==> config.mk <==
export PLATFORM = sky130hd
export DESIGN_NAME = kv_cache_seq_flat
export DESIGN_NICKNAME = d
export VERILOG_FILES = /design/src/rtl/kv_cache_seq_if.sv /design/src/rtl/kv_cache_seq.sv /design/src/flat_wrapper.sv
export SDC_FILE = /design/constraint.sdc
export NUM_CORES = 1
export LEC_CHECK = 0
export CAP_MARGIN = 20
export CORE_UTILIZATION = 40
export DETAILED_ROUTE_END_ITERATION = 10
export GPL_TIMING_DRIVEN = 0
export PLACE_DENSITY = 0.71
export SYNTH_ARGS = -nofsm -noshare
export SYNTH_HDL_FRONTEND = slang
export SYNTH_SLANG_ARGS = --single-unit
==> constraint.sdc <==
create_clock -name clk -period 4.8 [get_ports clk]
set_input_delay 0.96 -clock clk [delete_from_list [all_inputs] [get_ports clk]]
set_output_delay 0.96 -clock clk [all_outputs]
set_load 0.005 [all_outputs]
==> src/rtl/kv_cache_seq_if.sv <==
// Command, SRAM0 and KV-bank signal bundle of the KV cache sequencer.
// master = decoder/memory side, slave = sequencer.
interface kv_cache_seq_if #(
   parameter int N_LAYERS = 4,
   parameter int N_HEADS  = 4,
   parameter int MAX_T    = 64,
   parameter int HEAD_DIM = 64,
   parameter int DW       = 8,
   parameter int SRAM_AW  = 16
);
   localparam int KV_AW = 1 + $clog2(N_LAYERS) + $clog2(N_HEADS) + $clog2(MAX_T) + $clog2(HEAD_DIM);

   logic               cmd_valid;
   logic               cmd_ready;
   logic               cmd_is_read;
   logic               cmd_is_v;
   logic [15:0]        cmd_layer;
   logic [15:0]        cmd_head;
   logic [15:0]        cmd_time;
   logic [15:0]        cmd_len;
   logic [SRAM_AW-1:0] cmd_sram_addr;

   logic               sram_rd_en;
   logic [SRAM_AW-1:0] sram_rd_addr;
   logic [DW-1:0]      sram_rd_data;
   logic               sram_wr_en;
   logic [SRAM_AW-1:0] sram_wr_addr;
   logic [DW-1:0]      sram_wr_data;

   logic               kv_rd_en;
   logic [KV_AW-1:0]   kv_rd_addr;
   logic [DW-1:0]      kv_rd_data;
   logic               kv_wr_en;
   logic [KV_AW-1:0]   kv_wr_addr;
   logic [DW-1:0]      kv_wr_data;

   logic               busy;
   logic               done;
   logic               err;

   modport master (
      output cmd_valid, cmd_is_read, cmd_is_v, cmd_layer, cmd_head, cmd_time, cmd_len,
             cmd_sram_addr, sram_rd_data, kv_rd_data,
      input  cmd_ready, sram_rd_en, sram_rd_addr, sram_wr_en, sram_wr_addr, sram_wr_data,
             kv_rd_en, kv_rd_addr, kv_wr_en, kv_wr_addr, kv_wr_data, busy, done, err
   );

   modport slave (
      input  cmd_valid, cmd_is_read, cmd_is_v, cmd_layer, cmd_head, cmd_time, cmd_len,
             cmd_sram_addr, sram_rd_data, kv_rd_data,
      output cmd_ready, sram_rd_en, sram_rd_addr, sram_wr_en, sram_wr_addr, sram_wr_data,
             kv_rd_en, kv_rd_addr, kv_wr_en, kv_wr_addr, kv_wr_data, busy, done, err
   );
endinterface

==> src/rtl/kv_cache_seq.sv <==
// KV cache APPEND/READ sequencer: done at L+2 (APPEND), T*L+2 (READ), 1 (reject/empty); no backpressure,
// cmd_ready only in IDLE, memories have fixed 1-cycle read latency. KV_PERF_CNT_EN adds perf counters.
module kv_cache_seq #(
   parameter int N_LAYERS = 4,
   parameter int N_HEADS  = 4,
   parameter int MAX_T    = 64,
   parameter int HEAD_DIM = 64,
   parameter int DW       = 8,
   parameter int SRAM_AW  = 16
) (
   input  logic          clk,
   input  logic          rst,
   kv_cache_seq_if.slave bus
`ifdef KV_PERF_CNT_EN
   ,
   input  logic          perf_clr,
   output logic [31:0]   perf_cycles,
   output logic [31:0]   perf_elems,
   output logic [15:0]   perf_errs
`endif
);
   localparam int LW    = $clog2(N_LAYERS);
   localparam int HW    = $clog2(N_HEADS);
   localparam int TW    = $clog2(MAX_T);
   localparam int DIW   = $clog2(HEAD_DIM);
   localparam int KV_AW = 1 + LW + HW + TW + DIW;
   localparam logic [DIW:0] D_ONE = (DIW+1)'(1);
   localparam logic [TW:0]  T_ONE = (TW+1)'(1);

   typedef enum logic [1:0] {S_IDLE, S_RUN, S_DRAIN, S_DONE} state_t;
   state_t state_q, state_d;

   logic               is_read_q, is_v_q, err_q;
   logic [LW-1:0]      layer_q;
   logic [HW-1:0]      head_q;
   logic [TW:0]        time_q;
   logic [DIW:0]       len_q;
   logic [SRAM_AW-1:0] base_q, row_q;
   logic [DIW-1:0]     d_q;
   logic [TW-1:0]      t_q;
   logic               wr_vld_q;
   logic [SRAM_AW-1:0] wr_sram_addr_q;
   logic [KV_AW-1:0]   wr_kv_addr_q;

   logic               cmd_err, cmd_empty, d_last, t_last, issue_last;
   logic [KV_AW-1:0]   kv_addr_cur;

   assign cmd_err = (bus.cmd_layer >= 16'(N_LAYERS)) || (bus.cmd_head >= 16'(N_HEADS))
                 || (bus.cmd_len > 16'(HEAD_DIM))
                 || (!bus.cmd_is_read && (bus.cmd_time >= 16'(MAX_T)))
                 || ( bus.cmd_is_read && (bus.cmd_time >  16'(MAX_T)));
   assign cmd_empty   = (bus.cmd_len == 16'd0) || (bus.cmd_is_read && (bus.cmd_time == 16'd0));
   assign d_last      = ({1'b0, d_q} + D_ONE) == len_q;
   assign t_last      = ({1'b0, t_q} + T_ONE) == time_q;
   assign issue_last  = d_last && (!is_read_q || t_last);
   // For APPEND t_q holds the latched time index, so one concatenation serves both directions.
   assign kv_addr_cur = {is_v_q, layer_q, head_q, t_q, d_q};

   always_ff @(posedge clk) begin
      if (rst) state_q <= S_IDLE;
      else     state_q <= state_d;
   end

   always_comb begin
      state_d = state_q;
      case (state_q)
         S_IDLE:  if (bus.cmd_valid) state_d = (cmd_err || cmd_empty) ? S_DONE : S_RUN;
         S_RUN:   if (issue_last) state_d = S_DRAIN;
         S_DRAIN: state_d = S_DONE;
         S_DONE:  state_d = S_IDLE;
         default: state_d = S_IDLE;
      endcase
   end

   always_comb begin
      bus.cmd_ready    = (state_q == S_IDLE);
      bus.busy         = (state_q != S_IDLE);
      bus.done         = (state_q == S_DONE);
      bus.err          = (state_q == S_DONE) && err_q;
      bus.sram_rd_en   = (state_q == S_RUN) && !is_read_q;
      bus.sram_rd_addr = base_q + SRAM_AW'(d_q);
      bus.kv_rd_en     = (state_q == S_RUN) && is_read_q;
      bus.kv_rd_addr   = kv_addr_cur;
      bus.kv_wr_en     = wr_vld_q && !is_read_q;
      bus.kv_wr_addr   = wr_kv_addr_q;
      bus.kv_wr_data   = DW'(bus.sram_rd_data);
      bus.sram_wr_en   = wr_vld_q && is_read_q;
      bus.sram_wr_addr = wr_sram_addr_q;
      bus.sram_wr_data = DW'(bus.kv_rd_data);
   end

   always_ff @(posedge clk) begin
      if (rst) begin
         is_read_q      <= 1'b0;
         is_v_q         <= 1'b0;
         err_q          <= 1'b0;
         layer_q        <= '0;
         head_q         <= '0;
         time_q         <= '0;
         len_q          <= '0;
         base_q         <= '0;
         row_q          <= '0;
         d_q            <= '0;
         t_q            <= '0;
         wr_vld_q       <= 1'b0;
         wr_sram_addr_q <= '0;
         wr_kv_addr_q   <= '0;
      end else begin
         wr_vld_q <= (state_q == S_RUN);
         if (state_q == S_IDLE && bus.cmd_valid) begin
            is_read_q <= bus.cmd_is_read;
            is_v_q    <= bus.cmd_is_v;
            err_q     <= cmd_err;
            layer_q   <= bus.cmd_layer[LW-1:0];
            head_q    <= bus.cmd_head[HW-1:0];
            time_q    <= bus.cmd_time[TW:0];
            len_q     <= bus.cmd_len[DIW:0];
            base_q    <= bus.cmd_sram_addr;
            row_q     <= bus.cmd_sram_addr;
            d_q       <= '0;
            t_q       <= bus.cmd_is_read ? '0 : bus.cmd_time[TW-1:0];
         end else if (state_q == S_RUN) begin
            wr_kv_addr_q   <= kv_addr_cur;
            // row_q tracks base + t*len, so the READ destination needs no multiplier.
            wr_sram_addr_q <= row_q + SRAM_AW'(d_q);
            if (d_last) begin
               d_q <= '0;
               if (is_read_q) begin
                  t_q   <= t_q + TW'(1);
                  row_q <= row_q + SRAM_AW'(len_q);
               end
            end else begin
               d_q <= d_q + DIW'(1);
            end
         end
      end
   end

`ifdef KV_PERF_CNT_EN
   always_ff @(posedge clk) begin
      if (rst || perf_clr) begin
         perf_cycles <= '0;
         perf_elems  <= '0;
         perf_errs   <= '0;
      end else begin
         if ((state_q != S_IDLE) && (perf_cycles != '1)) perf_cycles <= perf_cycles + 32'd1;
         if (wr_vld_q && (perf_elems != '1))             perf_elems  <= perf_elems + 32'd1;
         if ((state_q == S_DONE) && err_q && (perf_errs != '1)) perf_errs <= perf_errs + 16'd1;
      end
   end
`endif
endmodule

==> src/flat_wrapper.sv <==
// flat-port wrapper written by rule: the top's interface ports become plain ports
module kv_cache_seq_flat 
#(
   parameter int N_LAYERS = 4,
   parameter int N_HEADS  = 4,
   parameter int MAX_T    = 64,
   parameter int HEAD_DIM = 64,
   parameter int DW       = 8,
   parameter int SRAM_AW  = 16
)
  (clk, rst, bus_cmd_valid, bus_cmd_is_read, bus_cmd_is_v, bus_cmd_layer, bus_cmd_head, bus_cmd_time, bus_cmd_len, bus_cmd_sram_addr, bus_sram_rd_data, bus_kv_rd_data, bus_cmd_ready, bus_sram_rd_en, bus_sram_rd_addr, bus_sram_wr_en, bus_sram_wr_addr, bus_sram_wr_data, bus_kv_rd_en, bus_kv_rd_addr, bus_kv_wr_en, bus_kv_wr_addr, bus_kv_wr_data, bus_busy, bus_done, bus_err);
  kv_cache_seq_if #(.N_LAYERS(N_LAYERS), .N_HEADS(N_HEADS), .MAX_T(MAX_T), .HEAD_DIM(HEAD_DIM), .DW(DW), .SRAM_AW(SRAM_AW)) bus_i ();
  input  logic clk;
  input  logic rst;
  input wire logic [$bits(bus_i.cmd_valid)-1:0] bus_cmd_valid;
  input wire logic [$bits(bus_i.cmd_is_read)-1:0] bus_cmd_is_read;
  input wire logic [$bits(bus_i.cmd_is_v)-1:0] bus_cmd_is_v;
  input wire logic [$bits(bus_i.cmd_layer)-1:0] bus_cmd_layer;
  input wire logic [$bits(bus_i.cmd_head)-1:0] bus_cmd_head;
  input wire logic [$bits(bus_i.cmd_time)-1:0] bus_cmd_time;
  input wire logic [$bits(bus_i.cmd_len)-1:0] bus_cmd_len;
  input wire logic [$bits(bus_i.cmd_sram_addr)-1:0] bus_cmd_sram_addr;
  input wire logic [$bits(bus_i.sram_rd_data)-1:0] bus_sram_rd_data;
  input wire logic [$bits(bus_i.kv_rd_data)-1:0] bus_kv_rd_data;
  output wire logic [$bits(bus_i.cmd_ready)-1:0] bus_cmd_ready;
  output wire logic [$bits(bus_i.sram_rd_en)-1:0] bus_sram_rd_en;
  output wire logic [$bits(bus_i.sram_rd_addr)-1:0] bus_sram_rd_addr;
  output wire logic [$bits(bus_i.sram_wr_en)-1:0] bus_sram_wr_en;
  output wire logic [$bits(bus_i.sram_wr_addr)-1:0] bus_sram_wr_addr;
  output wire logic [$bits(bus_i.sram_wr_data)-1:0] bus_sram_wr_data;
  output wire logic [$bits(bus_i.kv_rd_en)-1:0] bus_kv_rd_en;
  output wire logic [$bits(bus_i.kv_rd_addr)-1:0] bus_kv_rd_addr;
  output wire logic [$bits(bus_i.kv_wr_en)-1:0] bus_kv_wr_en;
  output wire logic [$bits(bus_i.kv_wr_addr)-1:0] bus_kv_wr_addr;
  output wire logic [$bits(bus_i.kv_wr_data)-1:0] bus_kv_wr_data;
  output wire logic [$bits(bus_i.busy)-1:0] bus_busy;
  output wire logic [$bits(bus_i.done)-1:0] bus_done;
  output wire logic [$bits(bus_i.err)-1:0] bus_err;
  assign bus_i.cmd_valid = bus_cmd_valid;
  assign bus_i.cmd_is_read = bus_cmd_is_read;
  assign bus_i.cmd_is_v = bus_cmd_is_v;
  assign bus_i.cmd_layer = bus_cmd_layer;
  assign bus_i.cmd_head = bus_cmd_head;
  assign bus_i.cmd_time = bus_cmd_time;
  assign bus_i.cmd_len = bus_cmd_len;
  assign bus_i.cmd_sram_addr = bus_cmd_sram_addr;
  assign bus_i.sram_rd_data = bus_sram_rd_data;
  assign bus_i.kv_rd_data = bus_kv_rd_data;
  assign bus_cmd_ready = bus_i.cmd_ready;
  assign bus_sram_rd_en = bus_i.sram_rd_en;
  assign bus_sram_rd_addr = bus_i.sram_rd_addr;
  assign bus_sram_wr_en = bus_i.sram_wr_en;
  assign bus_sram_wr_addr = bus_i.sram_wr_addr;
  assign bus_sram_wr_data = bus_i.sram_wr_data;
  assign bus_kv_rd_en = bus_i.kv_rd_en;
  assign bus_kv_rd_addr = bus_i.kv_rd_addr;
  assign bus_kv_wr_en = bus_i.kv_wr_en;
  assign bus_kv_wr_addr = bus_i.kv_wr_addr;
  assign bus_kv_wr_data = bus_i.kv_wr_data;
  assign bus_busy = bus_i.busy;
  assign bus_done = bus_i.done;
  assign bus_err = bus_i.err;
  kv_cache_seq #(.N_LAYERS(N_LAYERS), .N_HEADS(N_HEADS), .MAX_T(MAX_T), .HEAD_DIM(HEAD_DIM), .DW(DW), .SRAM_AW(SRAM_AW)) u_core (.clk(clk), .rst(rst), .bus(bus_i));
endmodule
After elaboration in Yosys (flattened, before gate mapping)
Cells that the tools add are included.
Widths: inputs -> output; s select.
{"block": "totals", "output_inout_bits": 90, "in_bits": 101, "ff_bits": 101, "wordCells": 79}
{"block": "classes", "n_reduce_logical": 30, "add_sub_neg": 7, "eq_ne": 7, "magnitude_cmp": 5, "bitwise_logic": 1, "muxes": 14}
{"cell": "$mux 16", "count": 4}
{"cell": "$mux 6", "count": 6}
{"cell": "$add 16x6->16", "count": 2}
{"cell": "$ge 16x3->1 const B", "count": 2}
{"cell": "$gt 16x7->1 const B", "count": 2}
{"cell": "$logic_not 16->1", "count": 2}
{"cell": "$add 16x7->16", "count": 1}
{"cell": "$ge 16x7->1 const B", "count": 1}
{"cell": "$add 6x1->7 const B", "count": 2}
{"cell": "$eq 7x7->1", "count": 2}
{"cell": "$add 6x1->6 const B", "count": 2}
{"cell": "$logic_and 1x1->1", "count": 10}
{"cell": "$pmux 2 s4", "count": 1}
{"cell": "$reduce_bool 2->1", "count": 4}
{"cell": "$logic_or 1x1->1", "count": 7}
{"cell": "$mux 2", "count": 3}
{"cell": "$eq 2x2->1 const B", "count": 2}
{"cell": "$reduce_and 2->1", "count": 2}
{"cell": "$reduce_and 3->1", "count": 1}
{"cell": "$eq 2x1->1 const B", "count": 1}
{"cell": "$logic_not 1->1", "count": 2}
{"cell": "$logic_not 2->1", "count": 1}
{"cell": "$ne 2x1->1 const B", "count": 1}
{"cell": "$ne 2x2->1 const B", "count": 1}
{"cell": "2 further kinds", "count": 2}

Longest topological paths before layout
Gate-level depths: netlist of run 1.
{"block": "logic_depth", "depth_word": 9, "ltp_mapped": 9, "ltp_nobuf": 9}

Least setup slack after synthesis of run 1
Ideal clock, no wire load.
{"block": "synth_path", "path_type": "register to output", "startpoint": "register u_core.d_q[0]", "endpoint": "output port bus_sram_rd_addr[10]", "path_stages_with_launch": 10, "setup_slack_ps": 1764, "required_time_ps": 3840, "n_path_buf": 0, "arrival_ps": 2076, "path_cell_list": "dfxtp_1 ha_1 inv_1 fa_1 nor2b_1 o21ai_0 a21boi_0 o21ai_0 a21oi_1 xor2_1"}
{"block": "synth_via", "elab_chain_len": 1}
{"item": "from (decl)", "line": "kv_cache_seq.sv:39", "text": "logic [DIW-1:0] d_q;"}
{"item": "from (signal assigned)", "line": "kv_cache_seq.sv:133", "text": "d_q <= d_q + DIW'(1);"}
{"item": "$add 16x6->16", "line": "kv_cache_seq.sv:81", "text": "bus.sram_rd_addr = base_q + SRAM_AW'(d_q);"}
{"item": "to (decl)", "line": "flat_wrapper.sv:27", "text": "output wire logic [$bits(bus_i.sram_rd_addr)-1:0] bus_sram_rd_addr;"}
Every way passes these cells.

Worst setup path after layout of run 1
{"block": "layout_path", "startpoint": "register u_core.d_q[0]", "endpoint": "output port bus_sram_rd_addr[8]"}
Same word-level chain as after synthesis.

==> impl_summary.txt, run 1 <==
----------------------------------------------------
[Global routing]
  Initial antenna violation count ... 0
  Largest net degree at the start of global routing ... 16
  Total global routing overflow ... 0
  Wire length of the first global-routing pass ... 28600 µm
  Vias in the first global route ... around 5600
  GRT Overall Usage ... 0.254
  GR Layer Usage met3 ... 0.0576
  Most utilized layer in the global route result ... met2
  Met2 capacity usage during global routing ... 0.434
  Grt met1 use ... 0.312

[CTS]
  CTS tree ... yes
  Number of clock sinks ... 101
  Clock edge transition at the registers on the reported setup and hold paths ... ~0.070 ns
  Clock tree buffer depth ... 2
  # H-tree levels ... 3
  Post-cts hold buffer count ... 0
  Clock buffer count from CTS ... 9
  Count of cells resized by post-cts repair ... 0
  Clock latency on the worst-skew pair ... 0.36 ns
  Post-CTS setup buffer count ... 0
  Root Driver ... sky130_fd_sc_hd__clkbuf_16

[Synthesis]
  Yosys synthesis warning count ... 0
  Share of flip-flops with an asynchronous set or reset ... 0
  Share of synthesized area occupied by flip-flops and latches ... 0.348
  Share of the synthesized area in the top cell type ... 0.348
  Mapped Nets ... 850
  Most common cell in the netlist ... sky130_fd_sc_hd__nand2_1
  Library cell occupying the most area in the post-synthesis netlist ... sky130_fd_sc_hd__dfxtp_1
  Synthesized cell area ... roughly 5800 µm²
  Synthesis-stage register bit count ... 101
  Cells taking the most area after synthesis ... sky130_fd_sc_hd__dfxtp_1 (35%), sky130_fd_sc_hd__nand2_1 (7.2%), sky130_fd_sc_hd__a21oi_1 (5.5%), sky130_fd_sc_hd__ha_1 (5.4%), sky130_fd_sc_hd__xnor2_1 (4.4%)
  Average cell area after synthesis ... 8.06 µm²
  Ranking of synthesized cells by instance count ... sky130_fd_sc_hd__nand2_1 (112), sky130_fd_sc_hd__dfxtp_1 (101), sky130_fd_sc_hd__a21oi_1 (64)
  Post-synth EDFFs ... 0
  Count of mapped cells out of synthesis ... 721
  Number of unique standard cell types used by synthesis ... 59
  Dominant register cell in the synthesized netlist ... sky130_fd_sc_hd__dfxtp_1

[Final layout]
  Final-stage net count ... between 1000 and 1500
  Layout Cells excl Fill ... approximately 1100
  Utilization after layout ... 0.574
  # diodes ... 0
  Number of fill cells in the layout ... 1345
  Share of cells above drive strength 1 ... 0.0495
  Synth-to-Final Area Change ... 38.6%
  Post-route cell area ... 8060 µm²

[Setup path]
  Number of cells on the worst reg-to-reg path ... 9
  Endpoint of the worst register-to-register path ... u_core.bus.sram_wr_addr[14]
  Worst Path Max Fanout ... 10
  WS Path Type ... flop to primary output
  Endpoint kind of the worst setup timing path ... primary output
  Critical R2R Launch ... u_core.d_q[0]
  Required time at the endpoint of the critical path ... 3.84 ns
  Element type at the critical path start ... flop
  CP arrival ... 3.52 ns
  Register-to-Register Setup Slack ... approximately 2.1 ns

[Power]
  Part of the power in registers ... 0.364
  Net switching power ... 1.21 mW
  Internal power component ... 2.03 mW
  Sum of internal, switching and leakage power ... 3.24 mW
  Worst vdd rail ir drop ... 182 µV
  Static leakage ... 3.04 nW
  Switching fraction of total power ... 0.373
  Power density relative to cell area ... a little over 400 nW/µm²
  Power share of the combinational group ... 0.414
  Relative contribution of the clock network to total power ... 0.222

[Placement]
  Total cell area at the placement stage ... around 7800 µm²
  DP Worst Slack ... 0.743 ns
  Port Buffers ... 173
  GP Congestion ... 0.917
  Placed wire-length estimate after detailed placement ... 14100 µm
  Post-placement cell count ... 1074

[Floorplanning]
  Initial core utilization ... 0.414
  Die H ... 123 µm
  Total die area ... 15000 µm²
  Number of top-level design ports ... ~190
  Die span in x ... roughly 120 µm
  Area of the placeable core ... 14000 µm²
  # rows ... 43

[Worst hold path]
  Cell depth of the worst min-delay path ... 2
  Classification of the worst-slack hold path ... flop to flop
  Hold path endpoint ... u_core.base_q[4]
  Critical hold path startpoint ... u_core.base_q[4]

[Timing]
  Period Utilization, post-route ... 0.934
  Worst slack on hold paths ... approximately 0.46 ns
  Endpoints failing setup ... 0
  Min setup slack post-route ... approximately 0.32 ns
  Max-slew violations ... 0
  Post-route minimum period ... 4.48 ns
  Worst slew margin ... 0.400
  Slew @ Worst Pin ... 0.900 ns
  Setup repair after global routing missed its margin ... false
  Final setup skew ... around 0.0087 ns
  Setup TNS Final ... 0 ns
  Fmax ... 223 MHz
  Total count of hold-check failures in the final report ... 0

[Route]
  Final wirelength ... 18400 µm
  Detailed-routing iteration count for the pre-antenna-repair pass ... 4
  Post-detailed-route count of antenna-violating nets ... 0
  DR WL/cell ... about 17 µm
  Via density ... 5.46
  Number of DRC markers after the initial detailed-route iteration ... 299
  Drc violations ... 0
  Routed via count ... 5951

[Outcome]
  Status ... finished, final reports clean

[Flow run]
  Max-cap viol count ... 0

----------------------------------------------------
per-layer routing:
layer	part of all wire	routed length, µm
met5	0	0
met4	0.022	414
met3	0.073	1350
met2	0.48	8800
met1	0.43	7860
flip-flops by register name, indices dropped and copies added, names as in the netlist, 2 cells and up:
register	flops
u_core.t_q	6
u_core.bus.kv_wr_addr	17
u_core.len_q	7
u_core.bus.sram_wr_addr	16
u_core.state_q	2
u_core.base_q	16
u_core.row_q	16
u_core.head_q	2
u_core.layer_q	2
u_core.time_q	7
u_core.d_q	6
logic make-up after synthesis:
logic type                 count (synthesis)  synth area share
DFF                                      101             0.348
muxes                                     25            0.0430
buffers and inverters                     76            0.0618
AOI/OAI and AO/OA                        169             0.187
xor gates and xnor gates                  45            0.0691
adders and majority gates                 28            0.0641
and+or+nand+nor                          277             0.228
layout make-up:
type	count	area (µm²)	area share
clock buffers	12	236	0.0294
repair buffers	173	1730	0.215
plain buffers	55	280	0.0348
clock inverters	4	48.8	0.00606
inverters	21	78.8	0.00979
well taps	180	225	0.0280
flip-flops and latches	101	2020	0.251
multi-input cells	544	3430	0.426
worst max path at each step:
stage,start,to,cells past startpoint
4_1_cts,u_core.d_q[0],bus_sram_rd_addr[10],10
5_1_grt,u_core.d_q[0],bus_sram_rd_addr[14],10
2_1_floorplan,u_core.d_q[0],bus_sram_rd_addr[10],9
6_report,u_core.d_q[0],bus_sram_rd_addr[8],10
3_5_place_dp,u_core.d_q[0],bus_sram_rd_addr[10],10
3_3_place_gp,u_core.d_q[0],bus_sram_rd_addr[8],10
power groups by stage:
stage / sequential [mW] / clock (mW) / combinational [mW]
5_1_grt: 1.20 / 0.762 / 1.46
3_3_place_gp: 1.19 / 0 / 1.31
6_report: 1.18 / 0.720 / 1.34
4_1_cts: 1.17 / 0.733 / 1.34
2_1_floorplan: 1.15 / 0 / 0.769
3_5_place_dp: 1.19 / 0 / 1.33
cell usage in the layout, fill, tap and decap left out, drive strengths merged, types with 11 or more instances in the layout:
master	count
a211oi	14
a21oi	64
and3	13
buf	28
clkbuf	39
clkdlybuf4s50	173
dfxtp	101
ha	25
inv	20
mux2i	25
nand2	112
nand3	11
nand4	11
nor2	53
nor3	23
nor4	22
o21ai	27
xnor2	30
xor2	15
worst max-delay path, stage by stage, from the launching register on:
cell and delay [ns]:
sky130_fd_sc_hd__dfxtp_1 0.54, sky130_fd_sc_hd__ha_1 0.31, sky130_fd_sc_hd__inv_1 0.07, sky130_fd_sc_hd__fa_1 0.40
sky130_fd_sc_hd__nor2b_1 0.14, sky130_fd_sc_hd__o21ai_0 0.11, sky130_fd_sc_hd__a21boi_0 0.25, sky130_fd_sc_hd__o21ai_0 0.35
sky130_fd_sc_hd__a21oi_1 0.29, sky130_fd_sc_hd__xor2_1 0.18, sky130_fd_sc_hd__clkdlybuf4s50_1 0.52
No activity file was read; power rests on OpenSTA's default activity.
==> run 2: changes to the inputs <==
--- a/config.mk
+++ b/config.mk
@@ -8,6 +8,7 @@
 export CAP_MARGIN = 20
 export CORE_UTILIZATION = 40
 export DETAILED_ROUTE_END_ITERATION = 10
+export GPL_ROUTABILITY_DRIVEN = 1
 export GPL_TIMING_DRIVEN = 0
 export PLACE_DENSITY = 0.71
 export SYNTH_ARGS = -nofsm -noshare
==> results of run 2 <==
No change in the layout: final DEF, timing and power equal those of run 1.
